File: src/rtl/mips_ctrl_pkg.sv
// Shared encodings for the multi-cycle MIPS control FSM: opcodes, states,
// datapath mux selects and the control word driven to the datapath.
package mips_ctrl_pkg;

    localparam int unsigned OP_W    = 6;
    localparam int unsigned STATE_W = 4;
    localparam int unsigned SEL_W   = 2;

    localparam logic [OP_W-1:0] OP_RTYPE = 6'b000000;
    localparam logic [OP_W-1:0] OP_J     = 6'b000010;
    localparam logic [OP_W-1:0] OP_BEQ   = 6'b000100;
    localparam logic [OP_W-1:0] OP_BNE   = 6'b000101;
    localparam logic [OP_W-1:0] OP_ADDI  = 6'b001000;
    localparam logic [OP_W-1:0] OP_SLTI  = 6'b001010;
    localparam logic [OP_W-1:0] OP_ANDI  = 6'b001100;
    localparam logic [OP_W-1:0] OP_ORI   = 6'b001101;
    localparam logic [OP_W-1:0] OP_LW    = 6'b100011;
    localparam logic [OP_W-1:0] OP_SW    = 6'b101011;

    typedef enum logic [STATE_W-1:0] {
        FETCH  = 4'd0,
        DECODE = 4'd1,
        MEMADR = 4'd2,
        MEMRD  = 4'd3,
        MEMWB  = 4'd4,
        MEMWR  = 4'd5,
        EXEC   = 4'd6,
        ALUWB  = 4'd7,
        BRANCH = 4'd8,
        IEXEC  = 4'd9,
        IWB    = 4'd10,
        JUMP   = 4'd11
    } state_t;

    localparam logic [SEL_W-1:0] ALU_ADD   = 2'b00;
    localparam logic [SEL_W-1:0] ALU_SUB   = 2'b01;
    localparam logic [SEL_W-1:0] ALU_FUNCT = 2'b10;
    localparam logic [SEL_W-1:0] ALU_IOP   = 2'b11;

    localparam logic [SEL_W-1:0] SRCB_B       = 2'b00;
    localparam logic [SEL_W-1:0] SRCB_FOUR    = 2'b01;
    localparam logic [SEL_W-1:0] SRCB_IMM     = 2'b10;
    localparam logic [SEL_W-1:0] SRCB_IMM_SH2 = 2'b11;

    localparam logic [SEL_W-1:0] PCSRC_ALU    = 2'b00;
    localparam logic [SEL_W-1:0] PCSRC_ALUOUT = 2'b01;
    localparam logic [SEL_W-1:0] PCSRC_JUMP   = 2'b10;

    typedef struct packed {
        logic             pc_write;
        logic             pc_write_beq;
        logic             pc_write_bne;
        logic             iord;
        logic             mem_read;
        logic             mem_write;
        logic             ir_write;
        logic             mem_to_reg;
        logic             reg_dst;
        logic             reg_write;
        logic             alu_src_a;
        logic [SEL_W-1:0] alu_src_b;
        logic [SEL_W-1:0] alu_op;
        logic [SEL_W-1:0] pc_source;
        logic             ext_zero;
        logic             illegal;
    } ctrl_t;

    // Logical immediates are zero-extended; arithmetic ones are sign-extended.
    function automatic logic op_zext(input logic [OP_W-1:0] op);
        return (op == OP_ANDI) || (op == OP_ORI);
    endfunction

    function automatic logic op_legal(input logic [OP_W-1:0] op);
        case (op)
            OP_RTYPE, OP_J, OP_BEQ, OP_BNE, OP_ADDI,
            OP_SLTI, OP_ANDI, OP_ORI, OP_LW, OP_SW: return 1'b1;
            default:                                return 1'b0;
        endcase
    endfunction

endpackage

File: src/rtl/mc_ctrl_outdec.sv
// Combinational decode of the current FSM state (plus op / mem_ready where a
// state depends on them) into the datapath control word.
module mc_ctrl_outdec
    import mips_ctrl_pkg::*;
(
    input  state_t          state,
    input  logic [OP_W-1:0] op,
    input  logic            mem_ready,
    input  logic            ext_hold,
    output ctrl_t           ctrl
);

    always_comb begin
        ctrl = '0;
        case (state)
            FETCH: begin
                ctrl.mem_read  = 1'b1;
                ctrl.iord      = 1'b0;
                ctrl.alu_src_a = 1'b0;
                ctrl.alu_src_b = SRCB_FOUR;
                ctrl.alu_op    = ALU_ADD;
                ctrl.pc_source = PCSRC_ALU;
                ctrl.ir_write  = mem_ready;
                ctrl.pc_write  = mem_ready;
            end
            DECODE: begin
                // ALU precomputes the branch target while the opcode dispatches
                ctrl.alu_src_a = 1'b0;
                ctrl.alu_src_b = SRCB_IMM_SH2;
                ctrl.alu_op    = ALU_ADD;
                ctrl.ext_zero  = 1'b0;
                ctrl.illegal   = !op_legal(op);
            end
            MEMADR: begin
                ctrl.alu_src_a = 1'b1;
                ctrl.alu_src_b = SRCB_IMM;
                ctrl.alu_op    = ALU_ADD;
                ctrl.ext_zero  = 1'b0;
            end
            MEMRD: begin
                ctrl.mem_read = 1'b1;
                ctrl.iord     = 1'b1;
            end
            MEMWB: begin
                ctrl.reg_write  = 1'b1;
                ctrl.mem_to_reg = 1'b1;
                ctrl.reg_dst    = 1'b0;
            end
            MEMWR: begin
                ctrl.mem_write = 1'b1;
                ctrl.iord      = 1'b1;
            end
            EXEC: begin
                ctrl.alu_src_a = 1'b1;
                ctrl.alu_src_b = SRCB_B;
                ctrl.alu_op    = ALU_FUNCT;
            end
            ALUWB: begin
                ctrl.reg_write  = 1'b1;
                ctrl.reg_dst    = 1'b1;
                ctrl.mem_to_reg = 1'b0;
            end
            BRANCH: begin
                ctrl.alu_src_a    = 1'b1;
                ctrl.alu_src_b    = SRCB_B;
                ctrl.alu_op       = ALU_SUB;
                ctrl.pc_source    = PCSRC_ALUOUT;
                ctrl.pc_write_beq = (op == OP_BEQ);
                ctrl.pc_write_bne = (op == OP_BNE);
            end
            IEXEC: begin
                ctrl.alu_src_a = 1'b1;
                ctrl.alu_src_b = SRCB_IMM;
                ctrl.alu_op    = ALU_IOP;
                ctrl.ext_zero  = op_zext(op);
            end
            IWB: begin
                // Extender mode comes from the IEXEC capture, not the live op
                ctrl.reg_write  = 1'b1;
                ctrl.reg_dst    = 1'b0;
                ctrl.mem_to_reg = 1'b0;
                ctrl.alu_src_b  = SRCB_IMM;
                ctrl.ext_zero   = ext_hold;
            end
            JUMP: begin
                ctrl.pc_write  = 1'b1;
                ctrl.pc_source = PCSRC_JUMP;
            end
            default: ;
        endcase
    end

endmodule

File: src/rtl/multicycle_ctrl.sv
// Main control FSM of the multi-cycle MIPS datapath: state register and
// next-state sequencing; the control word is decoded by mc_ctrl_outdec.
module multicycle_ctrl
    import mips_ctrl_pkg::*;
(
    input  logic               clk,
    input  logic               reset,
    input  logic [OP_W-1:0]    op,
    input  logic               mem_ready,
    output logic               pc_write,
    output logic               pc_write_beq,
    output logic               pc_write_bne,
    output logic               iord,
    output logic               mem_read,
    output logic               mem_write,
    output logic               ir_write,
    output logic               mem_to_reg,
    output logic               reg_dst,
    output logic               reg_write,
    output logic               alu_src_a,
    output logic [SEL_W-1:0]   alu_src_b,
    output logic [SEL_W-1:0]   alu_op,
    output logic [SEL_W-1:0]   pc_source,
    output logic               ext_zero,
    output logic               illegal,
    output logic [STATE_W-1:0] state
);

    state_t cur_state;
    logic   ext_hold;
    ctrl_t  ctrl;
    ctrl_t  ctrl_q;

    always_ff @(posedge clk) begin
        if (reset) begin
            cur_state <= FETCH;
            ext_hold  <= 1'b0;
        end else begin
            case (cur_state)
                FETCH:  if (mem_ready) cur_state <= DECODE;
                DECODE: begin
                    case (op)
                        OP_LW, OP_SW:                        cur_state <= MEMADR;
                        OP_RTYPE:                            cur_state <= EXEC;
                        OP_BEQ, OP_BNE:                      cur_state <= BRANCH;
                        OP_ADDI, OP_ANDI, OP_ORI, OP_SLTI:   cur_state <= IEXEC;
                        OP_J:                                cur_state <= JUMP;
                        default:                             cur_state <= FETCH;
                    endcase
                end
                MEMADR: cur_state <= (op == OP_SW) ? MEMWR : MEMRD;
                MEMRD:  if (mem_ready) cur_state <= MEMWB;
                MEMWB:  cur_state <= FETCH;
                MEMWR:  if (mem_ready) cur_state <= FETCH;
                EXEC:   cur_state <= ALUWB;
                ALUWB:  cur_state <= FETCH;
                BRANCH: cur_state <= FETCH;
                IEXEC: begin
                    cur_state <= IWB;
                    ext_hold  <= op_zext(op);
                end
                IWB:     cur_state <= FETCH;
                JUMP:    cur_state <= FETCH;
                default: cur_state <= FETCH;
            endcase
        end
    end

    mc_ctrl_outdec u_outdec (
        .state     (cur_state),
        .op        (op),
        .mem_ready (mem_ready),
        .ext_hold  (ext_hold),
        .ctrl      (ctrl)
    );

    // Reset squashes every strobe in the same cycle, including a pending write.
    assign ctrl_q = reset ? '0 : ctrl;

    assign pc_write     = ctrl_q.pc_write;
    assign pc_write_beq = ctrl_q.pc_write_beq;
    assign pc_write_bne = ctrl_q.pc_write_bne;
    assign iord         = ctrl_q.iord;
    assign mem_read     = ctrl_q.mem_read;
    assign mem_write    = ctrl_q.mem_write;
    assign ir_write     = ctrl_q.ir_write;
    assign mem_to_reg   = ctrl_q.mem_to_reg;
    assign reg_dst      = ctrl_q.reg_dst;
    assign reg_write    = ctrl_q.reg_write;
    assign alu_src_a    = ctrl_q.alu_src_a;
    assign alu_src_b    = ctrl_q.alu_src_b;
    assign alu_op       = ctrl_q.alu_op;
    assign pc_source    = ctrl_q.pc_source;
    assign ext_zero     = ctrl_q.ext_zero;
    assign illegal      = ctrl_q.illegal;
    assign state        = reset ? STATE_W'(0) : cur_state;

endmodule

File: config.mk
export PLATFORM = sky130hd
export DESIGN_NAME = multicycle_ctrl
export DESIGN_NICKNAME = d
export VERILOG_FILES = /design/src/rtl/mips_ctrl_pkg.sv /design/src/rtl/mc_ctrl_outdec.sv /design/src/rtl/multicycle_ctrl.sv
export SDC_FILE = /design/constraint.sdc
export NUM_CORES = 1
export LEC_CHECK = 0
export ABC_AREA = 1
export CAP_MARGIN = 10
export CORE_MARGIN = 3
export CORE_UTILIZATION = 35
export CTS_CLUSTER_DIAMETER = 200
export DETAILED_ROUTE_END_ITERATION = 8
export PLACE_DENSITY = 0.75
export REMOVE_ABC_BUFFERS = 1
export SLEW_MARGIN = 20
export SYNTH_ARGS = -nofsm -noshare
export SYNTH_HDL_FRONTEND = slang
export SYNTH_SLANG_ARGS = --single-unit
File: constraint.sdc
create_clock -name clk -period 1.13 [get_ports clk]
set_input_delay 0.226 -clock clk [delete_from_list [all_inputs] [get_ports clk]]
set_output_delay 0.226 -clock clk [all_outputs]
set_load 0.05 [all_outputs]
==> results.toml, run 1 <==
[status]
status = "stopped before the end"
lastStage = "clock tree synthesis"
firstError = "[ERROR DPL-0038] Utilization greater than 100%, impossible to legalize"

[clock_network]
numClockSinks = 5
cts_hold_buf = 0
cts_buffer_depth = 2
post-cts-setup-buffers = 25
cts_buffers = 3
root_buffer = "clkbuf_4"
htreeDepth = 1
post_cts_resized = 131

[floorplanning]
die_x_microns = 49.2
die_height_microns = 49.2
ios = 32
initial_utilization_pct = 40.0
num_rows = 14

[yosys]
synth_top_area_share_pct = 17.9
synth.most_common_cell = "nand2_1"
netlist_area_sq_um = 652
ys_ff_latch = 5
synth_edf_count = 0
async_flop_share_pct = 0
avgSynthCellArea_sq_um = 5.39
synthTopCellsByCount = "nand2_1, nor2_1, inv_1"
yosysTopAreaCell = "nand2_1"
synth_cell_types = 23
yosys_warnings = 0
synthCells = 121
yosysSeqAreaShare_pct = 15.4
synthTopCellsByArea = "nand2_1, dfxtp_1, nor2_1, inv_1, nand3_1"
synth_ff_type = "dfxtp_1"

[place]
detailedPlace.worstSlack_ps = -755
hpwlAfterDp_microns = 2870
io_buffers = 31
place_congestion = 0.902
-- through the flow --
step	hold WS [ps]	util [%]	std cells	setup TNS (ps)	area (sq um)
after floorplan	295	-	118	-17070	636
after global placement	455	91.1	210	-12950	1480
after detailed placement	484	91.1	210	-14170	1480
-- logic make-up after synthesis --
logic type | Yosys count | share of synthesized area [%]
compound gates | 12 | 10.4
buf+inv | 22 | 13.4
flops | 5 | 15.4
simple gates | 82 | 60.8
==> run 2, diff against run 1 <==
--- a/config.mk
+++ b/config.mk
@@ -7,11 +7,10 @@
 export LEC_CHECK = 0
 export ABC_AREA = 1
 export CAP_MARGIN = 10
-export CORE_MARGIN = 3
-export CORE_UTILIZATION = 35
-export CTS_CLUSTER_DIAMETER = 200
+export CORE_AREA = 3 3 64 66
 export DETAILED_ROUTE_END_ITERATION = 8
-export PLACE_DENSITY = 0.75
+export DIE_AREA = 0 0 67 69
+export PLACE_DENSITY_LB_ADDON = 0.15
 export REMOVE_ABC_BUFFERS = 1
 export SLEW_MARGIN = 20
 export SYNTH_ARGS = -nofsm -noshare
==> constraint.sdc (replaced) <==
create_clock -name clk -period 1.5 [get_ports clk]
set_input_delay 0.3 -clock clk [delete_from_list [all_inputs] [get_ports clk]]
set_output_delay 0.3 -clock clk [all_outputs]
set_load 0.05 [all_outputs]
==> run 2 against run 1 <==
Compared with the run above: the flow now finishes, with violations (negative setup slack); area after synthesis is the same; synthesized cell count did not move.
==> results.toml, run 2 <==
[status]
status = "complete, but fails checks"
violations = "negative setup slack"

[global_route]
grt_first_pass_wirelength_microns = 4990
grt_max_degree = 9
antenna_found_initial = 0
grt_pass1_vias = 1152
grtUsageTotal_pct = 13.4
gr-total-overflow = 0

[setup_path]
cp-end-kind = "primary output"
startpoint = "cur_state[3]"
crit_chain = "inv_4, nor2_4, nand2_4, buf_4, o22ai_4, buf_12"
critPathTopFamily = "flip-flops"
reg2reg_depth = 11
slowest_delay_ps = 370
r2r_start = "cur_state[0]"
critPathMaxFanout = 6
crit_arrival_ps = 1430
worstSetupPathType = "reg2out"
slowest_stage = "dfxtp_4"
cp.depth = 6
critPathBufInv = 3
cp-start-kind = "flip-flop"
required_ps = 1200

[yosys]
avgSynthCellArea_sq_um = 5.39
synthTopCellsByArea = "nand2_1, dfxtp_1, nor2_1, inv_1, nand3_1"
netlist_area_sq_um = 652
synth_top_area_share_pct = 17.9
synth_edf_count = 0
synth_ff_type = "dfxtp_1"
ys_ff_latch = 5
yosysSeqAreaShare_pct = 15.4
synthCells = 121
synth_cell_types = 23
yosysTopAreaCell = "nand2_1"
synthTopCellsByCount = "nand2_1, nor2_1, inv_1"
yosys_warnings = 0
async_flop_share_pct = 0
synth.most_common_cell = "nand2_1"

[worst_hold_path]
hold_class = "reg2reg"
hold_path.startpoint = "ext_hold"
holdPathStages = 2

[sta]
relSlewSlack_pct = 85.3
fin_skew_ps = 6.74
period_needed_ps = 1730
rsz0062_at_grt = "yes"
setup_ws_ps = -227
fin_hold_ws_ps = 492
worstMarginPinSlew_ps = 219
slew_violations = 0
max_clock_freq_ghz = 0.579
period_share_pct = 115
hold_violations = 0
final-setup-viol-count = 19

[pwr]
power_density_nw_per_um2 = 534
intPower_mw = 0.643
clkPwrFrac_pct = 22.8
pwr-share-seq_pct = 15.0
peakVddDrop_v = 0.000479
p_leak_nw = 0.965
p_sw_share_pct = 41.3
pwr-share-comb_pct = 62.2
switchingPower_mw = 0.452

[layout]
fin_nets = 220
largestRegisters = "cur_state: 4 flops, ext_hold: 1 flops"
multi_input_area_sq_um = 743
largest_reg_flops = 4
drive_gt1_share_pct = 68.1
regArea_sq_um = 115
num_antenna_cells = 0
n_fill_cell = 327
final_cell_mix = "buf_4, nand2_1, buf_12"
largest-register = "cur_state"
area_growth_pct = 214
final_common_cell = "buf_4"
utilization_pct = 56.4

[route]
drtIter0Drc = 27
routed_wl_microns = 3150
firstDrtPassIters = 4
viasPerCell = 4.33
drtAntennaViolNets = 0
wl_per_cell_microns = 12.2
num_vias = 1117
drcViolationCount = 0

[floorplanning]
coreArea_sq_um = 3630
die_area_sq_um = 4620
ios = 32
die_x_microns = 67
num_rows = 22
die_height_microns = 69
initial_utilization_pct = 17.9

[clock_network]
cts_tree = "done"
numClockSinks = 5
clk_pin_slew_worst_paths_ps = 30
cts_buffer_depth = 2
root_buffer = "clkbuf_8"
htreeDepth = 1
cts_hold_buf = 0
clock_latency_ps = 220
cts_buffers = 3

[place]
hpwlAfterDp_microns = 2270
place_congestion = 0.889
io_buffers = 31

[flow_run]
drv_cap = 0
## run 2: power groups by stage
stage	Sequential (mW)	Clock, mW	Combinational [mW]
finish	0.165	0.249	0.681
global route	0.166	0.265	0.715
CTS	0.160	0.258	0.599
detailed placement	0.159	0	0.528
global placement	0.158	0	0.525
floorplan	0.157	0	0.235
## run 2: cell families (layout without fill, tap and decap cells)
| logic type | after synthesis | count (layout) | synth area share (%) |
|---|---|---|---|
| flops | 5 | 5 | 15.4 |
| buf+inv | 22 | 111 | 13.4 |
| compound gates | 12 | 12 | 10.4 |
| simple gates | 82 | 82 | 60.8 |
## run 2: through the flow
stage / total power [mW] / area [sq um] / setup TNS (ps) / setup slack, ps / std cells
final: 1.09 / 2050 / -2830 / -227 / 258
after global routing: 1.15 / 2050 / -3840 / -277 / 258
after CTS: 1.02 / 1850 / -2350 / -223 / 249
after detailed placement: 0.687 / 1570 / -7220 / -452 / 241
after global placement: 0.684 / 1570 / -7060 / -490 / 241
after floorplan: 0.392 / 636 / -9600 / -1470 / 118
## run 2: final cells by class
class / count / area share, %
clock buffer: 4 / 2.20
inverter: 19 / 3.85
multi-input combinational: 94 / 36.3
sequential: 5 / 5.62
tap: 48 / 2.93
timing repair buffer: 88 / 49.1
## run 2: path summary, 6_finish.rpt
path             endpoint  slack, ps
max              pc_write       -230
min              ext_hold        490
max reg2reg  cur_state[1]        170
min reg2reg      ext_hold        490
## run 2: repair_timing
action / in CTS / in global routing
gates cloned: 0 / 0
endpoints found under the setup margin: 24 / 23
pin swaps: 12 / 21
gates resized for setup: 67 / 33
buffers inserted: 6 / 10
## run 2: metal layers
layer / routed length [microns] / global-route usage, % / up-vias
li1: - / - / 574
met1: 1310 / 15.2 / 522
met2: 1730 / 24.6 / 19
met3: 91 / 3.09 / 2
met4: 14 / 3.15 / 0
met5: 0 / 0 / -
## run 2: tightest hold or removal path: stages (launching register included)
cell     delay (ps)
dfxtp_1         290
inv_1            70
o31ai_1          80
Note: power is estimated with default switching activity, not from simulation.
==> run 3, diff against run 2 <==
--- a/config.mk
+++ b/config.mk
@@ -8,6 +8,7 @@
 export ABC_AREA = 1
 export CAP_MARGIN = 10
 export CORE_AREA = 3 3 64 66
+export CTS_CLUSTER_DIAMETER = 60
 export DETAILED_ROUTE_END_ITERATION = 8
 export DIE_AREA = 0 0 67 69
 export PLACE_DENSITY_LB_ADDON = 0.15
@@ -15,4 +16,5 @@
 export SLEW_MARGIN = 20
 export SYNTH_ARGS = -nofsm -noshare
 export SYNTH_HDL_FRONTEND = slang
+export SYNTH_HIERARCHICAL = 1
 export SYNTH_SLANG_ARGS = --single-unit
==> constraint.sdc (replaced) <==
create_clock -name clk -period 1.4 [get_ports clk]
set_input_delay 0.28 -clock clk [delete_from_list [all_inputs] [get_ports clk]]
set_output_delay 0.28 -clock clk [all_outputs]
set_load 0.05 [all_outputs]
==> run 3 against run 2 <==
Compared with the run above: register-to-register slack got worse by 50 ps; first-iteration DRC count down 7.4%; flip-flop and latch count unchanged; total power fell by 5.0%; the run still ends with negative setup slack left; die area unchanged; design area decreased by 4.5%; clock power rose by 8.0%; combinational power fell by 13%; largest cell class unchanged; worst setup slack better by 27 ps.
==> results.toml, run 3 <==
[status]
status = "complete, but fails checks"
violations = "negative setup slack"

[setup_path]
cp-start-kind = "flip-flop"
cp-end-kind = "primary output"
slowest_stage = "dfxtp_4"
worstSetupPathType = "reg2out"
reg2reg_depth = 10
required_ps = 1120
crit_chain = "inv_4, nand2_4, nor2_4, nand2_2, nor2_1, inv_1, nor2_2, buf_12"
critPathMaxFanout = 7
slowest_delay_ps = 380
crit_arrival_ps = 1320

[pwr]
power_density_nw_per_um2 = 532
p_leak_nw = 0.947
clkPwrFrac_pct = 25.9
pwr-share-seq_pct = 17.2
peakVddDrop_v = 0.000499
pwr-share-comb_pct = 56.9
intPower_mw = 0.610
switchingPower_mw = 0.430
p_sw_share_pct = 41.4

[floorplanning]
die_height_microns = 69
ios = 32
num_rows = 22
coreArea_sq_um = 3630
die_x_microns = 67
die_area_sq_um = 4620
initial_utilization_pct = 24.3

[layout]
utilization_pct = 53.9
drive_gt1_share_pct = 47.2
fin_nets = 262
largestRegisters = "cur_state: 4 flops, ext_hold: 1 flops"
final_cell_mix = "nand2_1, inv_1, nor2_1"
largest-register = "cur_state"
num_antenna_cells = 0
n_fill_cell = 405
largest_reg_flops = 4
area_growth_pct = 122
final_common_cell = "nand2_1"

[yosys]
ys_ff_latch = 5
synth.most_common_cell = "nor2_1"
synth_cell_types = 19
netlist_area_sq_um = 883
yosysSeqAreaShare_pct = 11.3
synth_top_area_share_pct = 22.9
synthTopCellsByArea = "nor2_1, nand2_1, inv_1, dfxtp_1, nand3_1"
synth_ff_type = "dfxtp_1"
yosys_warnings = 6
yosysTopAreaCell = "nor2_1"
avgSynthCellArea_sq_um = 4.58
async_flop_share_pct = 0
synthCells = 193
synth_edf_count = 0
synthTopCellsByCount = "nor2_1, nand2_1, inv_1"

[clock_network]
root_buffer = "clkbuf_8"
clock_latency_ps = 220
cts_buffer_depth = 2
cts_hold_buf = 0
htreeDepth = 1
clk_pin_slew_worst_paths_ps = 30
cts_buffers = 3
numClockSinks = 5
cts_tree = "done"

[global_route]
grt_first_pass_wirelength_microns = 4670
antenna_found_initial = 0
grt_pass1_vias = 1134
grtUsageTotal_pct = 12.5
gr-total-overflow = 0
grt_max_degree = 9

[sta]
rsz0062_at_grt = "yes"
max_clock_freq_ghz = 0.625
hold_violations = 0
slew_violations = 0
fin_skew_ps = 0.748
period_needed_ps = 1600
final-setup-viol-count = 22
worstMarginPinSlew_ps = 201
relSlewSlack_pct = 86.6
setup_ws_ps = -201
period_share_pct = 114

[place]
place_congestion = 0.845
detailedPlace.worstSlack_ps = -452
io_buffers = 31
hpwlAfterDp_microns = 2120

[route]
num_vias = 1243
drcViolationCount = 0
firstDrtPassIters = 4
drtAntennaViolNets = 0
wl_per_cell_microns = 9.08
routed_wl_microns = 2730
viasPerCell = 4.14
drtIter0Drc = 25

[worst_hold_path]
holdPathStages = 2
hold_class = "reg2reg"

[flow_run]
drv_cap = 0
-- run 3: worst max-delay path, delay by kind of cell (launching register included) --
family                 cells  cell delay [ps]
AND/OR/NAND/NOR            5              440
flip-flops                 1              380
buffers and inverters      3              280
-- run 3: power by group through the flow --
stage                     Combinational [mW]  Clock [mW]  Sequential, mW
after CTS                              0.566       0.278           0.174
after detailed placement               0.513           0           0.167
final                                  0.591       0.269           0.179
after global placement                 0.513           0           0.166
after global routing                   0.647       0.285           0.182
after floorplan                        0.268           0           0.170
-- run 3: layer usage --
layer	wire length (microns)	vias up	part of all wire, %	track usage [%]
li1	-	685	-	-
met1	1190	533	44	15.1
met2	1390	22	51	21.9
met3	121	3	4.4	2.61
met4	15	0	0.55	2.70
met5	0	-	0	0
-- run 3: final timing paths --
path                        to          from  slack [ps]
setup reg to reg  cur_state[1]  cur_state[3]         120
setup / recovery  pc_write_beq  cur_state[1]        -200
hold / removal        ext_hold      ext_hold         540
hold reg to reg       ext_hold      ext_hold         540
-- run 3: cells by family after synthesis --
family / share of synthesized area (%)
simple gates: 59.3
flops: 11.3
compound gates: 6.80
buf+inv: 22.5
-- run 3: through the flow --
| stage | cell area, sq um | total power, mW | hold WS [ps] | std cells | TNS, ps |
|---|---|---|---|---|---|
| after global routing | 1960 | 1.11 | 581 | 300 | -4420 |
| final | 1960 | 1.04 | 544 | 300 | -2690 |
| after global placement | 1630 | 0.679 | 527 | 291 | -5850 |
| after detailed placement | 1630 | 0.680 | 538 | 291 | -6220 |
| after CTS | 1830 | 1.02 | 543 | 296 | -3000 |
| after floorplan | 868 | 0.437 | 349 | 190 | -6760 |
-- run 3: area by class of cell --
class                           instances  area [sq um]  area share, %
Inverter                               49           194           9.91
Multi-Input combinational cell        136           758           38.7
Tap cell                               48          60.1           3.07
Clock buffer                            4          45.0           2.30
Timing Repair Buffer                   58           785           40.1
Sequential cell                         5           115           5.88
-- run 3: repair_timing --
action	4_1_cts	5_1_grt
setup buffers	0	4
cloned	1	0
setup endpoints to repair	23	23
pin swaps	12	16
gates resized for setup	57	34
